===== src/rtl/video_pkg.sv =====
// Shared types and constants for the video pattern generator.
package video_pkg;

  // Pattern selector values as driven on pattern_sel.
  typedef enum logic [1:0] {
    PAT_SOLID   = 2'd0,
    PAT_BARS    = 2'd1,
    PAT_RAMP    = 2'd2,
    PAT_CHECKER = 2'd3
  } pattern_e;

  // Generator sequencing states; ST_BLANK is only reachable with blanking built in.
  typedef enum logic [1:0] {
    ST_IDLE   = 2'd0,
    ST_ACTIVE = 2'd1,
    ST_BLANK  = 2'd2
  } state_e;

  // Colour-bar channel masks {R,G,B}; each set bit becomes an all-ones channel.
  localparam logic [2:0] BAR_WHITE   = 3'b111;
  localparam logic [2:0] BAR_YELLOW  = 3'b110;
  localparam logic [2:0] BAR_CYAN    = 3'b011;
  localparam logic [2:0] BAR_GREEN   = 3'b010;
  localparam logic [2:0] BAR_MAGENTA = 3'b101;
  localparam logic [2:0] BAR_RED     = 3'b100;
  localparam logic [2:0] BAR_BLUE    = 3'b001;
  localparam logic [2:0] BAR_BLACK   = 3'b000;

  // Map a bar index (0 = leftmost) to its channel mask.
  function automatic logic [2:0] bar_rgb(input logic [2:0] idx);
    logic [2:0] rgb;
    case (idx)
      3'd0:    rgb = BAR_WHITE;
      3'd1:    rgb = BAR_YELLOW;
      3'd2:    rgb = BAR_CYAN;
      3'd3:    rgb = BAR_GREEN;
      3'd4:    rgb = BAR_MAGENTA;
      3'd5:    rgb = BAR_RED;
      3'd6:    rgb = BAR_BLUE;
      default: rgb = BAR_BLACK;
    endcase
    return rgb;
  endfunction

endpackage


===== src/rtl/video_pattern_lut.sv =====
// Combinational pixel generator: pattern, position and solid colour -> pixel {R,G,B}.
module video_pattern_lut
  import video_pkg::*;
#(
  parameter int unsigned COLOR_WIDTH = 8,
  parameter int unsigned H_ACTIVE    = 64,
  parameter int unsigned XW          = 6,
  parameter int unsigned YW          = 6
) (
  input  pattern_e                     pattern,
  input  logic [XW-1:0]                x,
  input  logic [YW-1:0]                y,
  input  logic [3*COLOR_WIDTH-1:0]     solid_color,
  output logic [3*COLOR_WIDTH-1:0]     pixel_c
);

  localparam int unsigned SW = XW + 3;

  logic [SW-1:0] x_scaled;
  logic [2:0]    bar_idx;
  logic [2:0]    bar_mask;
  logic          x_b3;
  logic          y_b3;

  // Bar index (x*8)/H_ACTIVE; bit 3 of x/y via shift so narrow counters read as 0.
  assign x_scaled = {x, 3'b000};
  assign bar_idx  = 3'(x_scaled / SW'(H_ACTIVE));
  assign bar_mask = bar_rgb(bar_idx);
  assign x_b3     = 1'(x >> 3);
  assign y_b3     = 1'(y >> 3);

  // Pattern select.
  always_comb begin
    pixel_c = '0;
    case (pattern)
      PAT_SOLID:   pixel_c = solid_color;
      PAT_BARS:    pixel_c = {{COLOR_WIDTH{bar_mask[2]}},
                              {COLOR_WIDTH{bar_mask[1]}},
                              {COLOR_WIDTH{bar_mask[0]}}};
      PAT_RAMP:    pixel_c = {3{COLOR_WIDTH'(x)}};
      PAT_CHECKER: pixel_c = (x_b3 ^ y_b3) ? '1 : '0;
      default:     pixel_c = '0;
    endcase
  end

endmodule


===== src/rtl/video_pattern_gen.sv =====
// AXI4-Stream video test-pattern generator (solid, bars, ramp, checkerboard).
// Optional inter-line blanking: define VIDEO_PATTERN_GEN_BLANKING_EN.
module video_pattern_gen
  import video_pkg::*;
#(
  parameter int unsigned COLOR_WIDTH = 8,
  parameter int unsigned H_ACTIVE    = 64,
  parameter int unsigned V_ACTIVE    = 48,
  parameter int unsigned H_BLANK     = 16
) (
  input  logic                         clk,
  input  logic                         aresetn,
  input  logic                         enable,
  input  logic [1:0]                   pattern_sel,
  input  logic [3*COLOR_WIDTH-1:0]     solid_color,
  output logic [3*COLOR_WIDTH-1:0]     video_out_tdata,
  output logic                         video_out_tvalid,
  input  logic                         video_out_tready,
  output logic                         video_out_tuser,
  output logic                         video_out_tlast,
  output logic                         busy,
  output logic                         frame_done
);

  localparam int unsigned DW = 3 * COLOR_WIDTH;
  localparam int unsigned XW = $clog2(H_ACTIVE);
  localparam int unsigned YW = $clog2(V_ACTIVE);
  localparam logic [XW-1:0] X_LAST = XW'(H_ACTIVE - 1);
  localparam logic [YW-1:0] Y_LAST = YW'(V_ACTIVE - 1);

`ifdef VIDEO_PATTERN_GEN_BLANKING_EN
  localparam int unsigned BW = (H_BLANK > 1) ? $clog2(H_BLANK) : 1;
  localparam logic [BW-1:0] B_LAST = BW'(H_BLANK - 1);
  logic [BW-1:0] blank_q, blank_d;
`else
  logic unused_h_blank;
  assign unused_h_blank = ^32'(H_BLANK);
`endif

  state_e        state_q, state_d;
  logic [XW-1:0] x_q, x_d;
  logic [YW-1:0] y_q, y_d;
  pattern_e      pat_q, pat_d;
  logic [DW-1:0] solid_q, solid_d;
  logic          done_d;
  logic          fire;
  logic [DW-1:0] pixel_c;
  logic [DW-1:0] tdata_d;
  logic          tvalid_d, tuser_d, tlast_d, busy_d;

  assign fire = video_out_tvalid && video_out_tready;

  // Next state, counters and latched configuration.
  always_comb begin
    state_d = state_q;
    x_d     = x_q;
    y_d     = y_q;
    pat_d   = pat_q;
    solid_d = solid_q;
    done_d  = 1'b0;
`ifdef VIDEO_PATTERN_GEN_BLANKING_EN
    blank_d = blank_q;
`endif
    case (state_q)
      ST_IDLE: begin
        if (enable) begin
          pat_d   = pattern_e'(pattern_sel);
          solid_d = solid_color;
          x_d     = '0;
          y_d     = '0;
          state_d = ST_ACTIVE;
        end
      end
      ST_ACTIVE: begin
        if (fire) begin
          if (x_q != X_LAST) begin
            x_d = x_q + XW'(1);
          end else begin
            x_d = '0;
            if (y_q != Y_LAST) begin
              y_d = y_q + YW'(1);
`ifdef VIDEO_PATTERN_GEN_BLANKING_EN
              blank_d = '0;
              state_d = ST_BLANK;
`endif
            end else begin
              y_d    = '0;
              done_d = 1'b1;
              if (enable) begin
                pat_d   = pattern_e'(pattern_sel);
                solid_d = solid_color;
              end else begin
                state_d = ST_IDLE;
              end
            end
          end
        end
      end
`ifdef VIDEO_PATTERN_GEN_BLANKING_EN
      ST_BLANK: begin
        if (blank_q == B_LAST) state_d = ST_ACTIVE;
        else                   blank_d = blank_q + BW'(1);
      end
`endif
      default: state_d = ST_IDLE;
    endcase
  end

  // Pixel for the beat that will be presented after this edge.
  video_pattern_lut #(
    .COLOR_WIDTH (COLOR_WIDTH),
    .H_ACTIVE    (H_ACTIVE),
    .XW          (XW),
    .YW          (YW)
  ) u_lut (
    .pattern     (pat_d),
    .x           (x_d),
    .y           (y_d),
    .solid_color (solid_d),
    .pixel_c     (pixel_c)
  );

  // Output stage next values; holding counters keeps the beat stable under backpressure.
  always_comb begin
    tvalid_d = (state_d == ST_ACTIVE);
    tuser_d  = tvalid_d && (x_d == '0) && (y_d == '0);
    tlast_d  = tvalid_d && (x_d == X_LAST);
    tdata_d  = tvalid_d ? pixel_c : '0;
    busy_d   = (state_d != ST_IDLE);
  end

  // State, counter and configuration registers.
  always_ff @(posedge clk or negedge aresetn) begin
    if (!aresetn) begin
      state_q <= ST_IDLE;
      x_q     <= '0;
      y_q     <= '0;
      pat_q   <= PAT_SOLID;
      solid_q <= '0;
`ifdef VIDEO_PATTERN_GEN_BLANKING_EN
      blank_q <= '0;
`endif
    end else begin
      state_q <= state_d;
      x_q     <= x_d;
      y_q     <= y_d;
      pat_q   <= pat_d;
      solid_q <= solid_d;
`ifdef VIDEO_PATTERN_GEN_BLANKING_EN
      blank_q <= blank_d;
`endif
    end
  end

  // Registered stream and status outputs.
  always_ff @(posedge clk or negedge aresetn) begin
    if (!aresetn) begin
      video_out_tdata  <= '0;
      video_out_tvalid <= 1'b0;
      video_out_tuser  <= 1'b0;
      video_out_tlast  <= 1'b0;
      busy             <= 1'b0;
      frame_done       <= 1'b0;
    end else begin
      video_out_tdata  <= tdata_d;
      video_out_tvalid <= tvalid_d;
      video_out_tuser  <= tuser_d;
      video_out_tlast  <= tlast_d;
      busy             <= busy_d;
      frame_done       <= done_d;
    end
  end

endmodule


===== config.mk =====
export PLATFORM = sky130hd
export DESIGN_NAME = video_pattern_gen
export DESIGN_NICKNAME = d
export VERILOG_FILES = /design/src/rtl/video_pkg.sv /design/src/rtl/video_pattern_lut.sv /design/src/rtl/video_pattern_gen.sv
export SDC_FILE = /design/constraint.sdc
export NUM_CORES = 1
export LEC_CHECK = 0
export CAP_MARGIN = 10
export CORE_MARGIN = 1
export CORE_UTILIZATION = 40
export DETAILED_ROUTE_END_ITERATION = 16
export REMOVE_ABC_BUFFERS = 1
export SYNTH_ARGS = -nofsm -noshare
export SYNTH_HDL_FRONTEND = slang
export SYNTH_SLANG_ARGS = --single-unit

===== constraint.sdc =====
create_clock -name clk -period 3.8 [get_ports clk]
set_clock_uncertainty 0.1 [all_clocks]
set_input_delay 0.95 -clock clk [delete_from_list [all_inputs] [get_ports clk]]
set_output_delay 0.95 -clock clk [all_outputs]
set_load 0.02 [all_outputs]

Word-level counts from Yosys, hierarchy flattened. Index checks and enable logic that the tools add are counted.

Input bits: 30. Logic and storage cells: 71. Output and inout port bits: 29. Bits in registers: 69.

$add $sub $neg: 2. Reductions and logical operators: 10. Equality and inequality tests: 14. Bitwise logic cells: 1. Multiplexer cells: 33.

Operators with widths (number): two-way mux 24 bit (6); one-hot mux 24 bit (4 select lines) (1); one-hot mux 24 bit (2 select lines) (1); two-way mux 6 bit (7); one-hot mux 6 bit (2 select lines) (2); one-hot mux 3 bit (7 select lines) (1); two-way mux 2 bit (9); adder 6 x 1 -> 6 bit (second input constant) (2); logical NOT 6 bit (2); != test 6 bit (second input constant) (2); equality test 3 bit (second input constant) (3); one-hot mux 2 bit (2 select lines) (2); equality test 2 x 1 -> 1 bit (second input constant) (3); equality test 3 x 2 -> 1 bit (second input constant) (2); equality test 6 bit (second input constant) (1); equality test 2 bit (second input constant) (2); logical AND 1 bit (4); logical NOT 2 bit (2); two-way mux 1 bit (4); equality test 3 x 1 -> 1 bit (second input constant) (1); logical NOT 3 bit (1); nonzero test 2 bit (1); bitwise XOR 1 bit (1).

Depth between registers and ports, before layout.
Depth in word-level cells: 9. Depth in mapped cells: 10. Gate-level depth less buffers: 8.

Hierarchy. Synthesis repeated with hierarchy kept, for this count alone.

Cells, all modules: 287. Area total of the unflattened synthesis: 3199.3 µm².

By module, submodules not included: video_pattern_gen (seq. area each 1726.7 µm², area each 2728.9 µm², cells each 211, times used 1); video_pattern_lut (seq. area each 0.0 µm², area each 470.5 µm², cells each 76, times used 1).

Worst setup path after synthesis. Ideal clock, no wire load.

Path type: input to register. Start point: input video_out_tready. End point: register video_out_tuser. Buffers on the path: 1. Required time: 3.604 ns. Library setup time: 0.096 ns. Stages: 6. Data arrival time: 2.426 ns. Setup slack: 1.178 ns. Cell sequence: and4_1 buf_2 a32oi_1 nand2_2 or4_1 nor4_2.

Cells in the longest elaborated chain, start to end: 6. Elaborated cells on any way between the ends: 12. Classes of those cells: 1 x eq/ne; 6 x mux; 5 x reduce/logical.

RTL lines: start, declared (RTL line video_pattern_gen.sv:18) `input logic video_out_tready,`; logical AND 1 bit (RTL line video_pattern_gen.sv:51) `assign fire = video_out_tvalid && video_out_tready;`; two-way mux 6 bit (RTL line video_pattern_gen.sv:75) `if (fire) begin`; one-hot mux 6 bit (2 select lines) (RTL line video_pattern_gen.sv:64) `case (state_q)`; named net u_lut.bar_idx[1] (RTL line video_pattern_lut.sv:20) `logic [2:0] bar_idx;`; logical NOT 6 bit (RTL line video_pattern_gen.sv:126) `tuser_d = tvalid_d && (x_d == '0) && (y_d == '0);`; logical AND 1 bit (2 in series) (RTL line video_pattern_gen.sv:126); named net tuser_d (RTL line video_pattern_gen.sv:49) `logic tvalid_d, tuser_d, tlast_d, busy_d;`; end signal, assigned (RTL line video_pattern_gen.sv:167) `video_out_tuser <= tuser_d;`; end, declared (RTL line video_pattern_gen.sv:19) `output logic video_out_tuser,`.

The timed path passes the listed nets, and every way through them passes these cells.

Final worst setup path.
Start point: input video_out_tready. End point: register video_out_tdata[2].

Cells in the longest elaborated chain, start to end: 7. Elaborated cells on any way between the ends: 28. Classes of those cells: 10 x eq/ne; 14 x mux; 1 x bitwise; 3 x reduce/logical.

RTL lines: logical AND 1 bit * (RTL line video_pattern_gen.sv:51); two-way mux 6 bit (RTL line video_pattern_gen.sv:75); one-hot mux 6 bit (2 select lines) (RTL line video_pattern_gen.sv:64); equality test 3 bit (tied with other cells) (RTL line video_pkg.sv:32) `case (idx)`; one-hot mux 3 bit (7 select lines) / two-way mux 24 bit (equally long branches) (RTL line video_pkg.sv:32, video_pattern_lut.sv:41); one-hot mux 24 bit (4 select lines) (RTL line video_pattern_lut.sv:35) `case (pattern)`; two-way mux 24 bit * (RTL line video_pattern_gen.sv:128) `tdata_d = tvalid_d ? pixel_c : '0;`; named net tdata_d[2] (RTL line video_pattern_gen.sv:48) `logic [DW-1:0] tdata_d;`; end signal, assigned (RTL line video_pattern_gen.sv:165) `video_out_tdata <= tdata_d;`; end, declared (RTL line video_pattern_gen.sv:16) `output logic [3*COLOR_WIDTH-1:0] video_out_tdata,`.

Mark *: on every way through the listed nets, which the timed path passes. The rest lies on a longest branch.

==> impl_metrics.tcl <==
set metrics [dict create \
    maxSlewViolCount 0 \
    dr.pass1.iters 4 \
    io_buffers 58 \
    max_freq_mhz 301 \
    crit_path_top_delay_cell "o32a_2" \
    start_util 0.421 \
    hold_path_class "reg2reg" \
    grt_antenna_before_repair 0 \
    synthTopCellsByArea "dfrtp_1, mux2_2, nand2_1" \
    syn_area_per_cell_um2 10.2 \
    synthArstFlopShare 1.00 \
    critical_path_buf_inv_count 2 \
    synth_flop_cell "dfrtp_1" \
    setup_tns_ns 0 \
    drc_errors 0 \
    drive_gt1_frac 0.157 \
    ys_ff_latch 69 \
    wirelength_um 9260 \
    leakage_nw 1.90 \
    antenna_cells 0 \
    crit_chain "clkdlybuf4s50_1 > and4_1 > a41oi_1 > o32a_2 > inv_4 > nand3_1 > xor2_1 > o2111a_1" \
    syn_area_um2 3530 \
    ys_warn_count 0 \
    clockBufferDepth 2 \
    die_x_um 96.0 \
    initialDrtViolationCount 161 \
    cap_violations 0 \
    grt.overflow.total 0 \
    final_util 0.527 \
    cts_resized 0 \
    numCtsBuffers 9 \
    cts_setup_buffers 0 \
    core_region_area_um2 8380 \
    ctsHtreeMaxLevel 3 \
    std_cell_rows 33 \
    end_kind "flip-flop" \
    grt_pass1_wl_um 15200 \
    setup_viol 0 \
    worstSetupPathType "in2reg" \
    synth_top_area_share 0.489 \
    yosysSeqAreaShare 0.489 \
    ys_types 76 \
    required_ns 3.98 \
    period_minus_slack_ns 3.33 \
    nets 441 \
    final_antenna_net_count 0 \
    grt_pass1_vias 2951 \
    critPathArrivalTime_ns 3.51 \
    num_io_pins 59 \
    tightest_slew_ns 0.752 \
    grt_usage 0.224 \
    total_power_mw 2.08 \
    cts_tree "built" \
    routabilityCongestion 0.890 \
    synth_edf_count 0 \
    cpPeakStageDelay_ns 0.52 \
    hpwl_um 6580 \
    p_per_area_nw_per_um2 471 \
    grt_max_degree 39 \
    ctsHoldBuffers 0 \
    slew_headroom 0.499 \
    rsz0062_at_grt "no" \
    finalCritPeriodShare 0.875 \
    syn_inst 347 \
    via_count 2914 \
    ir_drop_v 0.000253 \
    die_h_um 96.0 \
    via_per_inst 5.63 \
    clkSlewWorstSetupHoldPaths_ns 0.07 \
    yosys.area.top_type "dfrtp_1" \
    hold_viol 0 \
    wl_per_cell_um 17.9 \
    critPathLaunchType "input pin" \
    clk_latency_ns 0.34 \
    dieArea_um2 9210 \
    crit_fanout 18 \
    clock_sinks 69 \
    area_growth_pct 25.2 \
    crit_family "compound AO/OA/AOI/OAI gates" \
    status "finished, final reports clean" \
    cts_root_buffer "clkbuf_8" \
]
## sequential cells by signal, indices dropped and copies added, names as in the netlist
| name | flops |
|---|---|
| video_out_tlast | 1 |
| y_q | 6 |
| pat_q | 2 |
| solid_q | 24 |
| frame_done | 1 |
| video_out_tdata | 24 |
| busy | 1 |
| video_out_tuser | 1 |
| x_q | 6 |
| video_out_tvalid | 1 |
| state_q | 2 |
## cells in the mapped netlist, types with 3 or more instances
master     instances
dfrtp_1           69
nand2_2            3
inv_1              8
nor3_1             4
clkbuf_1           4
a31oi_1            4
mux2i_1            9
nand3_1           13
nand2_1           42
nor4_1             5
buf_2             10
a21oi_2            4
mux2_2            18
o31ai_1            6
o21ai_1            5
o2bb2ai_1          4
o21ai_0           20
a21oi_1           14
and3_1             3
nand2b_1           6
o211ai_1           4
nor2_1            22
a22oi_1            3
## where the power goes
group | internal, mW | total, mW | switching, mW
Sequential | 0.848 | 0.903 | 0.0548
Combinational | 0.267 | 0.597 | 0.329
Clock | 0.299 | 0.581 | 0.282
## final timing paths
path	from	end	slack, ns	cells after the start
worst max-delay path	video_out_tready	video_out_tdata[2]	0.47	8
worst min-delay path	solid_q[12]	solid_q[12]	0.39	2
worst max register to register	x_q[0]	video_out_tdata[2]	0.91	8
worst min register to register	solid_q[12]	solid_q[12]	0.39	2
max in group asynchronous	aresetn	video_out_tdata[14]	2.38	2
min in group asynchronous	aresetn	y_q[5]	0.57	1
## cell usage in the layout, fill, tap and decap left out, drive strengths merged, types with 11 or more instances in the layout
| cell type | synthesis | layout |
|---|---|---|
| a21oi | 18 | 18 |
| nand2 | 45 | 45 |
| nand3 | 13 | 13 |
| mux2 | 18 | 18 |
| dfrtp | 69 | 69 |
| buf | 13 | 11 |
| o21ai | 25 | 25 |
| nor2 | 24 | 24 |
| clkdlybuf4s50 | 0 | 57 |
| clkbuf | 4 | 11 |
## cell families after synthesis
group	share of synthesized area
and+or+nand+nor	0.180
AOI/OAI and AO/OA	0.199
DFF	0.489
muxes	0.0829
buffers and inverters	0.0361
adders and majority gates	0.00709
xor gates and xnor gates	0.00496
other	0.00106
## area by class of cell
class                      instances  area [um2]
inverter                          10        40.0
timing repair buffer              68         663
multi-input combinational        251        1680
clock inverter                     4        50.0
tap                              105         131
clock buffer                      11         131
sequential                        69        1730
fill                             785        3960
## metrics by stage
step                      hold WS, ns  worst slack [ns]  std cells  cell area (um2)
after detailed placement        0.366             0.177        503             4240
final                           0.386             0.473        518             4420
after global routing            0.416             0.367        518             4420
after CTS                       0.385             0.546        518             4420
after floorplan                 0.340              1.04        330             3440
after global placement          0.361             0.261        503             4240
## tightest hold or removal path, cell delays in order, from the launching register on
cell     delay [ns]
dfrtp_1        0.35
nand2_1        0.05
nand2_1        0.06
## routing by layer
metal,track usage,share of wire,vias up
met3,0.0490,0.045,13
met2,0.346,0.46,82
li1,-,-,1400
met4,0.0846,0.015,0
met5,0,0,-
met1,0.307,0.48,1419
Note: power is estimated with default switching activity, not from simulation.
